## src/rtl/grah8_arb_pkg.sv

```systemverilog
// Shared types and constants for the Grah-8 internal bus arbiter.
package grah8_arb_pkg;

   localparam int NUM_REQ = 4;
   localparam int ID_W    = 2;
   localparam int HOLD_W  = 4;

   typedef enum logic [1:0] {
      IDLE  = 2'd0,
      GRANT = 2'd1,
      TURN  = 2'd2
   } arb_state_t;

   localparam logic [NUM_REQ-1:0] ONE_HOT_0 = NUM_REQ'(1);

   // Requester index to one-hot grant vector.
   function automatic logic [NUM_REQ-1:0] id_to_onehot(input logic [ID_W-1:0] id);
      return ONE_HOT_0 << id;
   endfunction

endpackage

```

## src/rtl/grah8_rr_pick.sv

```systemverilog
// Combinational rotate-priority picker: first set request bit scanning
// upward from (last_id+1) with wrap-around.
module grah8_rr_pick
   import grah8_arb_pkg::*;
(
   input  logic [NUM_REQ-1:0] req,
   input  logic [ID_W-1:0]    last_id,
   output logic               any,
   output logic [ID_W-1:0]    winner
);

   // Scan the four positions after last_id; the 2-bit index wraps naturally.
   always_comb begin
      logic             found;
      logic [ID_W-1:0]  idx;
      found  = 1'b0;
      idx    = '0;
      winner = '0;
      any    = |req;
      for (int k = 1; k <= NUM_REQ; k++) begin
         idx = last_id + ID_W'(k);
         if (!found && req[idx]) begin
            winner = idx;
            found  = 1'b1;
         end
      end
   end

endmodule

```

## src/rtl/grah8_bus_arbiter.sv

```systemverilog
// Round-robin arbiter for the Grah-8 shared 8-bit data bus. Issues one-hot
// registered grants with a bounded hold time and a one-cycle dead TURN slot
// between tenures so two bus drivers can never overlap.
//
// Handshake: req[i] is a level request; requester i may drive the bus in every
// cycle where gnt[i]=1. A tenure ends the cycle after req[grant_id] is seen
// low, or after MAX_HOLD granted cycles unless lock holds it open.
module grah8_bus_arbiter
   import grah8_arb_pkg::*;
#(
   parameter int    UUID     = 0,
   parameter string NAME     = "",
   parameter int    MAX_HOLD = 8
) (
   input  logic               clk,
   input  logic               rst,
   input  logic [NUM_REQ-1:0] req,
   input  logic               lock,
   output logic [NUM_REQ-1:0] gnt,
   output logic [ID_W-1:0]    grant_id,
   output logic               busy,
   output arb_state_t         dbg_state_o
);

   localparam logic [HOLD_W-1:0] HOLD_LAST = HOLD_W'(MAX_HOLD - 1);
   localparam logic [HOLD_W-1:0] HOLD_SAT  = '1;
   localparam logic [ID_W-1:0]   LAST_RST  = ID_W'(NUM_REQ - 1);

   arb_state_t           state_q;
   logic [ID_W-1:0]      last_id_q;
   logic [ID_W-1:0]      grant_id_q;
   logic [HOLD_W-1:0]    hold_q;
   logic [NUM_REQ-1:0]   gnt_q;
   logic                 busy_q;

   logic                 pick_any;
   logic [ID_W-1:0]      pick_winner;
   logic                 tenure_end_d;

   // One picker serves both IDLE and TURN; in TURN last_id_q already holds
   // the grantee that just finished, so it drops to lowest priority.
   grah8_rr_pick u_pick (
      .req     (req),
      .last_id (last_id_q),
      .any     (pick_any),
      .winner  (pick_winner)
   );

   // Tenure ends on request drop (even when locked) or on hold expiry.
   always_comb begin
      tenure_end_d = !req[grant_id_q] || ((hold_q == HOLD_LAST) && !lock);
   end

   // Arbiter FSM with registered grant, grant_id and busy.
   always_ff @(posedge clk or negedge rst) begin
      if (!rst) begin
         state_q    <= IDLE;
         last_id_q  <= LAST_RST;
         grant_id_q <= '0;
         hold_q     <= '0;
         gnt_q      <= '0;
         busy_q     <= 1'b0;
      end else begin
         case (state_q)
            IDLE, TURN: begin
               if (pick_any) begin
                  state_q    <= GRANT;
                  grant_id_q <= pick_winner;
                  hold_q     <= '0;
                  gnt_q      <= id_to_onehot(pick_winner);
                  busy_q     <= 1'b1;
               end else begin
                  state_q <= IDLE;
                  gnt_q   <= '0;
                  busy_q  <= 1'b0;
               end
            end
            GRANT: begin
               if (tenure_end_d) begin
                  state_q   <= TURN;
                  last_id_q <= grant_id_q;
                  gnt_q     <= '0;
                  busy_q    <= 1'b0;
               end else if (!lock && (hold_q != HOLD_SAT)) begin
                  hold_q <= hold_q + HOLD_W'(1);
               end
            end
            default: begin
               state_q <= IDLE;
               gnt_q   <= '0;
               busy_q  <= 1'b0;
            end
         endcase
      end
   end

   assign gnt         = gnt_q;
   assign grant_id    = grant_id_q;
   assign busy        = busy_q;
   assign dbg_state_o = state_q;

endmodule

```

## config.mk

```make
export PLATFORM = sky130hd
export DESIGN_NAME = grah8_bus_arbiter
export DESIGN_NICKNAME = d
export VERILOG_FILES = /design/src/rtl/grah8_arb_pkg.sv /design/src/rtl/grah8_rr_pick.sv /design/src/rtl/grah8_bus_arbiter.sv
export SDC_FILE = /design/constraint.sdc
export NUM_CORES = 1
export LEC_CHECK = 0
export ABC_AREA = 0
export BUFFER_PORTS_ARGS = -buffer_cell sky130_fd_sc_hd__buf_2
export CORE_MARGIN = 2
export CORE_UTILIZATION = 50
export CTS_BUF_LIST = sky130_fd_sc_hd__clkbuf_2 sky130_fd_sc_hd__clkbuf_4 sky130_fd_sc_hd__clkbuf_8
export DETAILED_ROUTE_END_ITERATION = 10
export PLACE_DENSITY = 0.84
export RECOVER_POWER = 100
export SYNTH_ARGS = -nofsm -noshare
export SYNTH_HDL_FRONTEND = slang
export SYNTH_SLANG_ARGS = --single-unit
export TNS_END_PERCENT = 100
```

## constraint.sdc

```tcl
create_clock -name clk -period 2.5 [get_ports clk]
set_clock_uncertainty 0.2 [all_clocks]
set_input_delay 0.5 -clock clk [delete_from_list [all_inputs] [get_ports clk]]
set_output_delay 0.5 -clock clk [all_outputs]
set_load 0.05 [all_outputs]
```

==> impl_metrics.env, run 1 <==
export IMPL_report_final_hold_viol_count=0
export IMPL_crit_end_element="flop"
export IMPL_area_growth_pct=12.7
export IMPL_dieHeight_um=43.7
export IMPL_start_util_pct=52.9
export IMPL_worst_r2r_startpoint="hold_q[0]$_DFFE_PN0P_"
export IMPL_hold_path_class="reg2reg"
export IMPL_place_ws_ns=0.561
export IMPL_ys_dominant_reg_cell="dfrtp_1"
export IMPL_synthArstFlopShare_pct=100
export IMPL_netlist_top_cells_area="dfrtp_1 (38%), dfstp_2 (6.7%), mux2i_1 (6.3%)"
export IMPL_grt_antenna_before_repair=0
export IMPL_grt_setup_unrepaired="false"
export IMPL_cts_buffers=3
export IMPL_tmin_final_ns=2.05
export IMPL_layout_worst_path_cycle_share_pct=81.8
export IMPL_worst_setup_path_start_kind="input pin"
export IMPL_leakage_uw=0.000402
export IMPL_ios=16
export IMPL_powerDensity_nw_per_um2=1380
export IMPL_route_detailed_drc=0
export IMPL_postSynthRegisterBits=14
export IMPL_worst_endpoint_required_ns=2.46
export IMPL_final_antenna_net_count=0
export IMPL_port_buffer_count=15
export IMPL_finish_net_count=103
export IMPL_grt_max_degree=15
export IMPL_cp_startpoint="req[3]"
export IMPL_count_of_buffers_added_by_post_cts_timing_repair_for_setup=0
export IMPL_maxCapViolations=0
export IMPL_vias=668
export IMPL_critical_path_arrival_ns=2.01
export IMPL_critical_path_cell_chain="clkbuf_1, nor4_1, or2_0, nor3_1, a22o_1"
export IMPL_synthDominantCellAreaShare_pct=38.1
export IMPL_synth_largest_area_cell="dfrtp_1"
export IMPL_grt_overflow=0
export IMPL_core_area_um2=1490
export IMPL_clock_sinks=14
export IMPL_yosysSeqAreaShare_pct=44.8
export IMPL_min_delay_start="gnt[3]$_DFFE_PN0P_"
export IMPL_die_area_um2=1910
export IMPL_placement_rows=14
export IMPL_yosysWarnings=0
export IMPL_detailedRoute_firstPassIterationCount=4
export IMPL_hold_depth=2
export IMPL_critical_path_max_stage_delay_ns=0.48
export IMPL_dpl_hpwl_mm=1.17
export IMPL_setup_violations_final=0
export IMPL_antenna_cells=0
export IMPL_syn_cell_area_um2=788
export IMPL_cts_htree_levels=1
export IMPL_status="complete, no violations"
export IMPL_tritoncts_clock_tree="built"
export IMPL_synth_distinct_cells=35
export IMPL_critical_path_class="in2reg"
export IMPL_worst_slack_setup_final_ns=0.455
export IMPL_post_route_util_pct=59.7
export IMPL_biggest_fanout_along_the_worst_timing_path=9
export IMPL_fin_cells=110
export IMPL_grt_pass1_vias=618
export IMPL_post_cts_clock_slew_at_the_launch_and_capture_registers_of_the_worst_setup_and_hold_paths_ns=0.07
export IMPL_number_of_enable_flip_flop_cells_after_synthesis=0
export IMPL_drv_slew=0
export IMPL_first_pass_grt_wire_length_mm=2.64
export IMPL_drive_above_1_share_pct=13.8
export IMPL_syn_nets=85
export IMPL_avgViaCountPerCell=6.07
export IMPL_clkLatencyLatePin_ns=0.28
export IMPL_syn_avg_cell_area_um2=10.2
export IMPL_cts_root_cell="clkbuf_4"
export IMPL_routability_congestion_estimate_from_global_placement=0.792
export IMPL_finalPower_uw=1220
export IMPL_wirelength_mm=1.61
export IMPL_clock_fmax_mhz=489
export IMPL_setup_total_negative_slack_ns=0
export IMPL_synth_cells=77
export IMPL_global_route_usage_total_pct=19.6
export IMPL_remaining_max_slew_budget_at_the_tightest_pin_pct=52.0
export IMPL_detailed_router_s_first_iteration_violation_count=12
export IMPL_crit_path_top_delay_cell="or2_0"
export IMPL_die_width_um=43.7
export IMPL_ir_worst_vdd_v=0.000812
export IMPL_drt_wirelength_per_cell_um=14.6
export IMPL_maximum_clock_insertion_buffer_count=2
export IMPL_cts_resized=0
export IMPL_max_slew_worst_pin_slew_ns=0.720
export IMPL_numPlacedInstances=105
export IMPL_worst_r2r_cell_count=5
[cells in the final DEF, fill, tap and decap left out]
master / instances
a21oi_1: 3
a211oi_1: 1
clkbuf_1: 11
dlygate4sd3_1: 1
nand2_1: 6
nor3b_1: 1
a211o_1: 1
and3b_1: 1
dfstp_2: 2
nand2b_1: 5
o22ai_1: 2
mux4_1: 1
a21bo_2: 1
inv_1: 6
a32o_1: 1
a22o_1: 2
nor3_1: 3
dfrtp_1: 12
a2bb2oi_1: 1
o21ai_0: 5
o21a_1: 1
nor2b_1: 1
o311a_1: 1
buf_2: 4
clkbuf_4: 3
or2_0: 1
nor4_1: 2
clkbuf_8: 1
mux2_2: 2
nand3_1: 2
o21bai_1: 1
and3_1: 1
ha_1: 1
nor2_1: 2
mux2i_1: 5
[synthesized netlist by cell type, types with 2 or more instances]
cell type  instances
dfrtp_1           12
inv_1              6
nand2_1            6
mux2i_1            5
nand2b_1           5
o21ai_0            5
a21oi_1            3
a22o_1             2
dfstp_2            2
mux2_2             2
nand3_1            2
nor2_1             2
nor3_1             2
o22ai_1            2
[path summary, 6_finish.rpt]
check	end	slack (ns)
max	gnt[0]$_DFFE_PN0P_	0.45
min	gnt[3]$_DFFE_PN0P_	0.29
max reg2reg	hold_q[3]$_DFFE_PN0P_	0.50
min reg2reg	gnt[3]$_DFFE_PN0P_	0.29
max in group asynchronous	hold_q[0]$_DFFE_PN0P_	1.06
min in group asynchronous	dbg_state_o[1]$_DFFE_PN0P_	0.58
[kinds of logic after synthesis]
kind of cell,synth area share [%]
simple gates,18.4
mux,12.5
compound gates,17.8
buf+inv,4.92
flops,44.8
fa+ha+maj,1.59
[area by class of cell]
cell class | instances | area, um2
well taps | 16 | 20.0
fillers | 134 | 601
inverters | 6 | 22.5
repair buffers | 16 | 71.3
multi-input cells | 54 | 385
clock buffers | 4 | 36.3
flip-flops and latches | 14 | 353
[state kept, by name, summed over array words and instances (netlist names)]
register / cells
gnt: 4
hold_q: 4
dbg_state_o: 2
grant_id: 2
last_id_q: 2
[metrics by stage]
| stage | area, um2 | hold WS [ns] |
|---|---|---|
| 2_1_floorplan | 788 | 0.00441 |
| 3_3_place_gp | 867 | 0.198 |
| 3_5_place_dp | 867 | 0.203 |
| 4_1_cts | 913 | 0.296 |
| 5_1_grt | 888 | 0.333 |
| 6_report | 888 | 0.293 |
[report_power, final]
group | total (uW) | switching (uW) | internal (uW)
Combinational | 643 | 448 | 195
Sequential | 422 | 94.1 | 328
Clock | 158 | 70.0 | 88.5
[layer usage]
metal | share of wire, % | vias up | global-route usage (%)
met1 | 46 | 326 | 23.0
met5 | 0 | - | 0
met4 | 1.0 | 0 | 7.88
met3 | 5.6 | 4 | 9.17
met2 | 47 | 23 | 30.9
li1 | - | 315 | -
[repair_timing]
item,CTS,global route
hold buffers,1,0
endpoints found under the hold margin,12,0
endpoints found under the setup margin,0,0
[worst max-delay path, delay by kind of cell]
kind | cells | cell delay (ns)
AND/OR/NAND/NOR | 3 | 1.11
AO/OA/AOI/OAI | 1 | 0.24
buffers and inverters | 1 | 0.16
Power figures use the tool's default switching activity.
==> run 2: changes to the inputs <==
==> constraint.sdc (replaced) <==
create_clock -name clk -period 1.9 [get_ports clk]
set_clock_uncertainty 0.2 [all_clocks]
set_input_delay 0.38 -clock clk [delete_from_list [all_inputs] [get_ports clk]]
set_output_delay 0.38 -clock clk [all_outputs]
set_load 0.05 [all_outputs]
==> run 2 against run 1 <==
Critical endpoint is now hold_q[3]$_DFFE_PN0P_; count of clock-buffer cells in the layout unchanged; highest routed layer unchanged; global-route usage up 1.4 points; wire length up 8.9%; utilization up 2.6 points; first-iteration DRC count up 58%; combinational power up 42%; worst setup slack worse by 0.37 ns; worst hold slack better by 0.0060 ns; largest cell class unchanged; non-clock buffer count up 1; flip-flop and latch count unchanged; clock power up 37%; via count up 0.60%.
==> impl_metrics.env, run 2 (same netlist as run 1, synthesis figures left out) <==
export IMPL_crit_end_element="flop"
export IMPL_min_delay_start="gnt[1]$_DFFE_PN0P_"
export IMPL_clkPwrFrac_pct=12.9
export IMPL_worst_r2r_cell_count=4
export IMPL_detailedRoute_firstPassIterationCount=4
export IMPL_drt_wirelength_per_cell_um=15.8
export IMPL_grt_pass1_vias=674
export IMPL_remaining_max_slew_budget_at_the_tightest_pin_pct=50.1
export IMPL_port_buffer_count=15
export IMPL_ios=16
export IMPL_powerDensity_nw_per_um2=1820
export IMPL_die_width_um=43.7
export IMPL_layout_worst_path_cycle_share_pct=95.6
export IMPL_tmin_final_ns=1.82
export IMPL_critical_path_class="reg2reg"
export IMPL_drv_slew=0
export IMPL_p_int_uw=843
export IMPL_worst_setup_path_start_kind="flop"
export IMPL_setup_violations_final=0
export IMPL_maximum_clock_insertion_buffer_count=2
export IMPL_critical_path_arrival_ns=1.82
export IMPL_finish_net_count=104
export IMPL_route_detailed_drc=0
export IMPL_core_area_um2=1490
export IMPL_dpl_hpwl_mm=1.21
export IMPL_crit_cells=4
export IMPL_worst_endpoint_required_ns=1.91
export IMPL_hold_path_class="reg2reg"
export IMPL_power_switching_uw=842
export IMPL_clock_sinks=14
export IMPL_max_slew_worst_pin_slew_ns=0.749
export IMPL_grt_setup_unrepaired="false"
export IMPL_swShare_pct=50.0
export IMPL_grt_overflow=0
export IMPL_dpl_cell_area_um2=878
export IMPL_worst_slack_setup_final_ns=0.0841
export IMPL_place_ws_ns=0.0108
export IMPL_mostFrequentLayoutCell="dfrtp_1"
export IMPL_cp_startpoint="dbg_state_o[1]$_DFFE_PN0P_"
export IMPL_cts_htree_levels=1
export IMPL_worst_r2r_startpoint="dbg_state_o[1]$_DFFE_PN0P_"
export IMPL_die_area_um2=1910
export IMPL_global_route_usage_total_pct=21.0
export IMPL_tritoncts_clock_tree="built"
export IMPL_clock_fmax_mhz=551
export IMPL_path_delay_family="simple AND/OR/NAND/NOR gates"
export IMPL_layout_cells_most_common_list="dfrtp_1 (9), clkbuf_1 (7), nand2_1 (6), inv_1 (6)"
export IMPL_hold_depth=2
export IMPL_sequentialPowerShare_pct=33.1
export IMPL_cts_buffers=3
export IMPL_maxCapViolations=0
export IMPL_leakage_uw=0.000425
export IMPL_wirelength_mm=1.75
export IMPL_status="complete, no violations"
export IMPL_ir_worst_vdd_v=0.000983
export IMPL_antenna_cells=0
export IMPL_dieHeight_um=43.7
export IMPL_filler_cell_count=131
export IMPL_number_of_buffer_and_inverter_stages_on_the_critical_path=0
export IMPL_share_comb_of_total_power_pct=54.0
export IMPL_count_of_buffers_added_by_post_cts_timing_repair_for_setup=0
export IMPL_critical_path_cell_chain="nor3b_1, a2bb2oi_1, nor4_2, mux2i_1"
export IMPL_placement_rows=14
export IMPL_post_cts_clock_slew_at_the_launch_and_capture_registers_of_the_worst_setup_and_hold_paths_ns=0.09
export IMPL_vias=672
export IMPL_biggest_fanout_along_the_worst_timing_path=3
export IMPL_final_antenna_net_count=0
export IMPL_drive_above_1_share_pct=27.4
export IMPL_grt_max_degree=15
export IMPL_critical_path_max_stage_delay_ns=0.40
export IMPL_avgViaCountPerCell=6.05
export IMPL_cts_root_cell="clkbuf_4"
export IMPL_finalInstanceArea_um2=927
export IMPL_area_growth_pct=17.6
export IMPL_grt_antenna_before_repair=0
export IMPL_crit_path_top_delay_cell="dfrtp_1"
export IMPL_first_pass_grt_wire_length_mm=2.96
export IMPL_detailed_router_s_first_iteration_violation_count=19
export IMPL_routability_congestion_estimate_from_global_placement=0.770
export IMPL_clkLatencyLatePin_ns=0.29
export IMPL_report_final_hold_viol_count=0
export IMPL_start_util_pct=52.9
export IMPL_setup_total_negative_slack_ns=0
run 2: changes by cell type in the layout (fill, tap and decap cells not counted), sizes merged:
| cell | change |
|---|---|
| buf | +2 |
| clkbuf | -1 |
run 2: cell type report:
cell class	count	area, um2	share of cell area [%]
Clock buffer	4	36.3	3.91
Inverter	6	22.5	2.43
Multi-Input combinational cell	54	408	44.0
Sequential cell	14	357	38.5
Tap cell	16	20.0	2.16
Timing Repair Buffer	17	83.8	9.04
run 2: worst paths after layout:
kind                                         endpoint  slack, ns
max in group asynchronous  dbg_state_o[0]$_DFFE_PN0P_       0.51
max reg2reg                     hold_q[3]$_DFFE_PN0P_       0.08
min in group asynchronous  dbg_state_o[1]$_DFFE_PN0P_       0.46
max                             hold_q[3]$_DFFE_PN0P_       0.08
min                                gnt[1]$_DFFE_PN0P_       0.30
min reg2reg                        gnt[1]$_DFFE_PN0P_       0.30
run 2: worst min-delay path, stage by stage (launching register included):
cell and delay [ns]:
dfrtp_1 0.36, nand2_1 0.05, o21ai_0 0.06
run 2: through the flow:
step,cells,total power (uW),hold slack (ns),utilization (%)
after floorplan,77,1260,-0.116,-
after global placement,106,1420,0.0817,59.0
after detailed placement,106,1450,0.0885,59.0
after CTS,111,1680,0.299,62.3
after global routing,111,1800,0.351,62.3
final,111,1690,0.299,62.3
run 2: routing by layer:
metal	global-route usage, %	wire (um)	vias to the layer above	part of all wire [%]
li1	-	-	318	-
met1	27.7	778	323	44
met2	32.9	850	29	49
met3	5.42	106	2	6.1
met4	8.48	17	0	0.97
met5	0	0	-	0
run 2: what timing repair did:
item / 4_1_cts / 5_1_grt
hold buffers: 1 / 0
endpoints found under the hold margin: 12 / 0
gates resized for setup: 1 / 4
setup endpoints to repair: 1 / 4
pin swaps: 1 / 1
run 2: power groups by stage:
| stage | registers (uW) | clock network [uW] | logic [uW] |
|---|---|---|---|
| floorplan | 794 | 0 | 469 |
| global placement | 549 | 0 | 874 |
| detailed placement | 560 | 0 | 893 |
| CTS | 557 | 220 | 903 |
| global route | 581 | 236 | 981 |
| finish | 559 | 217 | 910 |
==> run 3: changes to the inputs <==
--- a/config.mk
+++ b/config.mk
@@ -7,11 +7,10 @@
 export LEC_CHECK = 0
 export ABC_AREA = 0
 export BUFFER_PORTS_ARGS = -buffer_cell sky130_fd_sc_hd__buf_2
-export CORE_MARGIN = 2
 export CORE_UTILIZATION = 50
 export CTS_BUF_LIST = sky130_fd_sc_hd__clkbuf_2 sky130_fd_sc_hd__clkbuf_4 sky130_fd_sc_hd__clkbuf_8
 export DETAILED_ROUTE_END_ITERATION = 10
-export PLACE_DENSITY = 0.84
+export PLACE_DENSITY = 0.87
 export RECOVER_POWER = 100
 export SYNTH_ARGS = -nofsm -noshare
 export SYNTH_HDL_FRONTEND = slang
==> constraint.sdc (replaced) <==
create_clock -name clk -period 1.6 [get_ports clk]
set_clock_uncertainty 0.2 [all_clocks]
set_input_delay 0.32 -clock clk [delete_from_list [all_inputs] [get_ports clk]]
set_output_delay 0.32 -clock clk [all_outputs]
set_load 0.05 [all_outputs]
==> run 3 against run 2 <==
The run now ends with setup timing left; register-to-register slack worse by 0.24 ns; worst hold slack better by 0.012 ns; wire length increased by 24%; highest routed layer unchanged; final area increased by 24%; count of clock-buffer cells in the layout unchanged.
==> impl_metrics.env, run 3 (same netlist as run 1, synthesis figures left out) <==
export IMPL_vias=764
export IMPL_grt_overflow=0
export IMPL_tritoncts_clock_tree="built"
export IMPL_max_slew_worst_pin_slew_ns=0.761
export IMPL_global_route_usage_total_pct=27.8
export IMPL_post_route_util_pct=83.3
export IMPL_start_util_pct=57.0
export IMPL_cts_htree_levels=1
export IMPL_wirelength_mm=2.17
export IMPL_dieHeight_um=41.7
export IMPL_dpl_hpwl_mm=1.43
export IMPL_powerDensity_nw_per_um2=2140
export IMPL_drv_slew=0
export IMPL_biggest_fanout_along_the_worst_timing_path=4
export IMPL_cts_root_cell="clkbuf_4"
export IMPL_remaining_max_slew_budget_at_the_tightest_pin_pct=49.3
export IMPL_place_ws_ns=-0.148
export IMPL_ios=16
export IMPL_hold_depth=2
export IMPL_worst_endpoint_required_ns=1.63
export IMPL_grt_max_degree=15
export IMPL_clock_fmax_mhz=571
export IMPL_clkLatencyLatePin_ns=0.29
export IMPL_post_cts_clock_slew_at_the_launch_and_capture_registers_of_the_worst_setup_and_hold_paths_ns=0.09
export IMPL_detailedRoute_firstPassIterationCount=4
export IMPL_worst_setup_path_start_kind="flop"
export IMPL_layout_worst_path_cycle_share_pct=110
export IMPL_routability_congestion_estimate_from_global_placement=0.802
export IMPL_setup_violations_final=8
export IMPL_placement_rows=13
export IMPL_antenna_cells=0
export IMPL_ir_worst_vdd_v=0.00117
export IMPL_first_pass_grt_wire_length_mm=3.56
export IMPL_critical_path_arrival_ns=1.78
export IMPL_cts_buffers=3
export IMPL_detailed_router_s_first_iteration_violation_count=27
export IMPL_report_final_hold_viol_count=0
export IMPL_failed_checks="setup timing"
export IMPL_path_delay_family="flip-flops"
export IMPL_grt_pass1_vias=757
export IMPL_area_growth_pct=46.0
export IMPL_worst_r2r_startpoint="hold_q[1]$_DFFE_PN0P_"
export IMPL_timing_hold_worst_endpoint="gnt[3]$_DFFE_PN0P_"
export IMPL_drive_above_1_share_pct=56.4
export IMPL_maximum_clock_insertion_buffer_count=2
export IMPL_critical_path_max_stage_delay_ns=0.39
export IMPL_finish_net_count=119
export IMPL_route_detailed_drc=0
export IMPL_grt_setup_unrepaired="true"
export IMPL_core_area_um2=1380
export IMPL_crit_reg2reg_capture="last_id_q[0]$_DFFE_PN1P_"
export IMPL_leakage_uw=0.000546
export IMPL_critical_path_class="reg2reg"
export IMPL_final_antenna_net_count=0
export IMPL_critical_path_cell_chain="ha_2, and3b_1, a32o_2, nor2_4, mux2_4"
export IMPL_worst_r2r_cell_count=5
export IMPL_grt_antenna_before_repair=0
export IMPL_port_buffer_count=15
export IMPL_number_of_buffer_and_inverter_stages_on_the_critical_path=0
export IMPL_crit_path_top_delay_cell="dfrtp_1"
export IMPL_maxCapViolations=0
export IMPL_tmin_final_ns=1.75
export IMPL_crit_end_element="flop"
export IMPL_drt_wirelength_per_cell_um=17.4
export IMPL_status="complete, but fails checks"
export IMPL_hold_path_class="reg2reg"
export IMPL_worst_slack_setup_final_ns=-0.152
export IMPL_min_delay_start="gnt[3]$_DFFE_PN0P_"
export IMPL_r2r_setup_slack_ns=-0.15
export IMPL_die_area_um2=1740
export IMPL_die_width_um=41.7
export IMPL_clock_sinks=14
export IMPL_mostFrequentLayoutCell="buf_4"
export IMPL_layout_cells_most_common_list="buf_4 (15), dfrtp_1 (8), buf_2 (7), inv_1 (6), clkbuf_2 (6)"
export IMPL_avgViaCountPerCell=6.11
==> run 3: cell types whose count changed in the layout (fill, tap and decap cells not counted), moves of 3 or more <==
cell	change
buf_4	+14
clkbuf_1	-6
o21ai_0	-3
o21ai_1	+3
clkbuf_2	+3
==> run 3: cell type report <==
class	count	area, um2
Multi-Input combinational cell	54	502
Tap cell	15	18.8
Inverter	6	22.5
Timing Repair Buffer	32	214
Fill cell	77	231
Clock buffer	4	36.3
Sequential cell	14	358
==> run 3: worst max path at each step <==
stage                                  startpoint                        to  slack, ns  cells after the start
after detailed placement    hold_q[1]$_DFFE_PN0P_     hold_q[1]$_DFFE_PN0P_      -0.15                      5
final                       hold_q[1]$_DFFE_PN0P_  last_id_q[0]$_DFFE_PN1P_      -0.15                      5
after floorplan           grant_id[0]$_DFFE_PN0P_        gnt[0]$_DFFE_PN0P_      -0.14                      3
after global routing        hold_q[1]$_DFFE_PN0P_  last_id_q[0]$_DFFE_PN1P_      -0.20                      5
after global placement      hold_q[1]$_DFFE_PN0P_  last_id_q[1]$_DFFE_PN1P_      -0.09                      5
after CTS                   hold_q[1]$_DFFE_PN0P_  last_id_q[0]$_DFFE_PN1P_      -0.11                      5
==> run 3: worst register-to-register path, cell delays in order (launching register included) <==
cell,delay (ns)
dfrtp_1,0.39
ha_2,0.19
and3b_1,0.18
a32o_2,0.27
nor2_4,0.14
mux2_4,0.31
==> run 3: what timing repair did <==
action	CTS	global route
pin swaps	5	2
setup buffers	1	2
endpoints found under the setup margin	9	13
hold endpoints to repair	14	0
gates resized for setup	1	15
hold buffers	1	0
==> run 3: metal layers <==
metal	vias up	track usage (%)	wire length (um)
met1	372	37.0	935
met2	40	41.6	1060
li1	346	-	-
met5	-	0	0
met3	6	6.52	123
met4	0	15.5	46
==> run 3: power by group <==
part,switching [uW],leakage (uW),total (uW),internal [uW]
logic,892,0.000352,1530,634
clock network,124,0.0000210,263,139
registers,149,0.000173,672,522
==> run 3: per-stage QoR <==
step	total power (uW)	hold WS, ns	std cells	setup TNS (ns)	cell area [um2]
2_1_floorplan	1620	-0.176	77	-1.04	840
3_3_place_gp	1910	0.0241	117	-0.481	1010
3_5_place_dp	1970	0.0293	117	-0.630	1010
4_1_cts	2260	0.248	123	-0.461	1070
5_1_grt	2590	0.335	125	-1.13	1150
6_report	2460	0.311	125	-0.636	1150
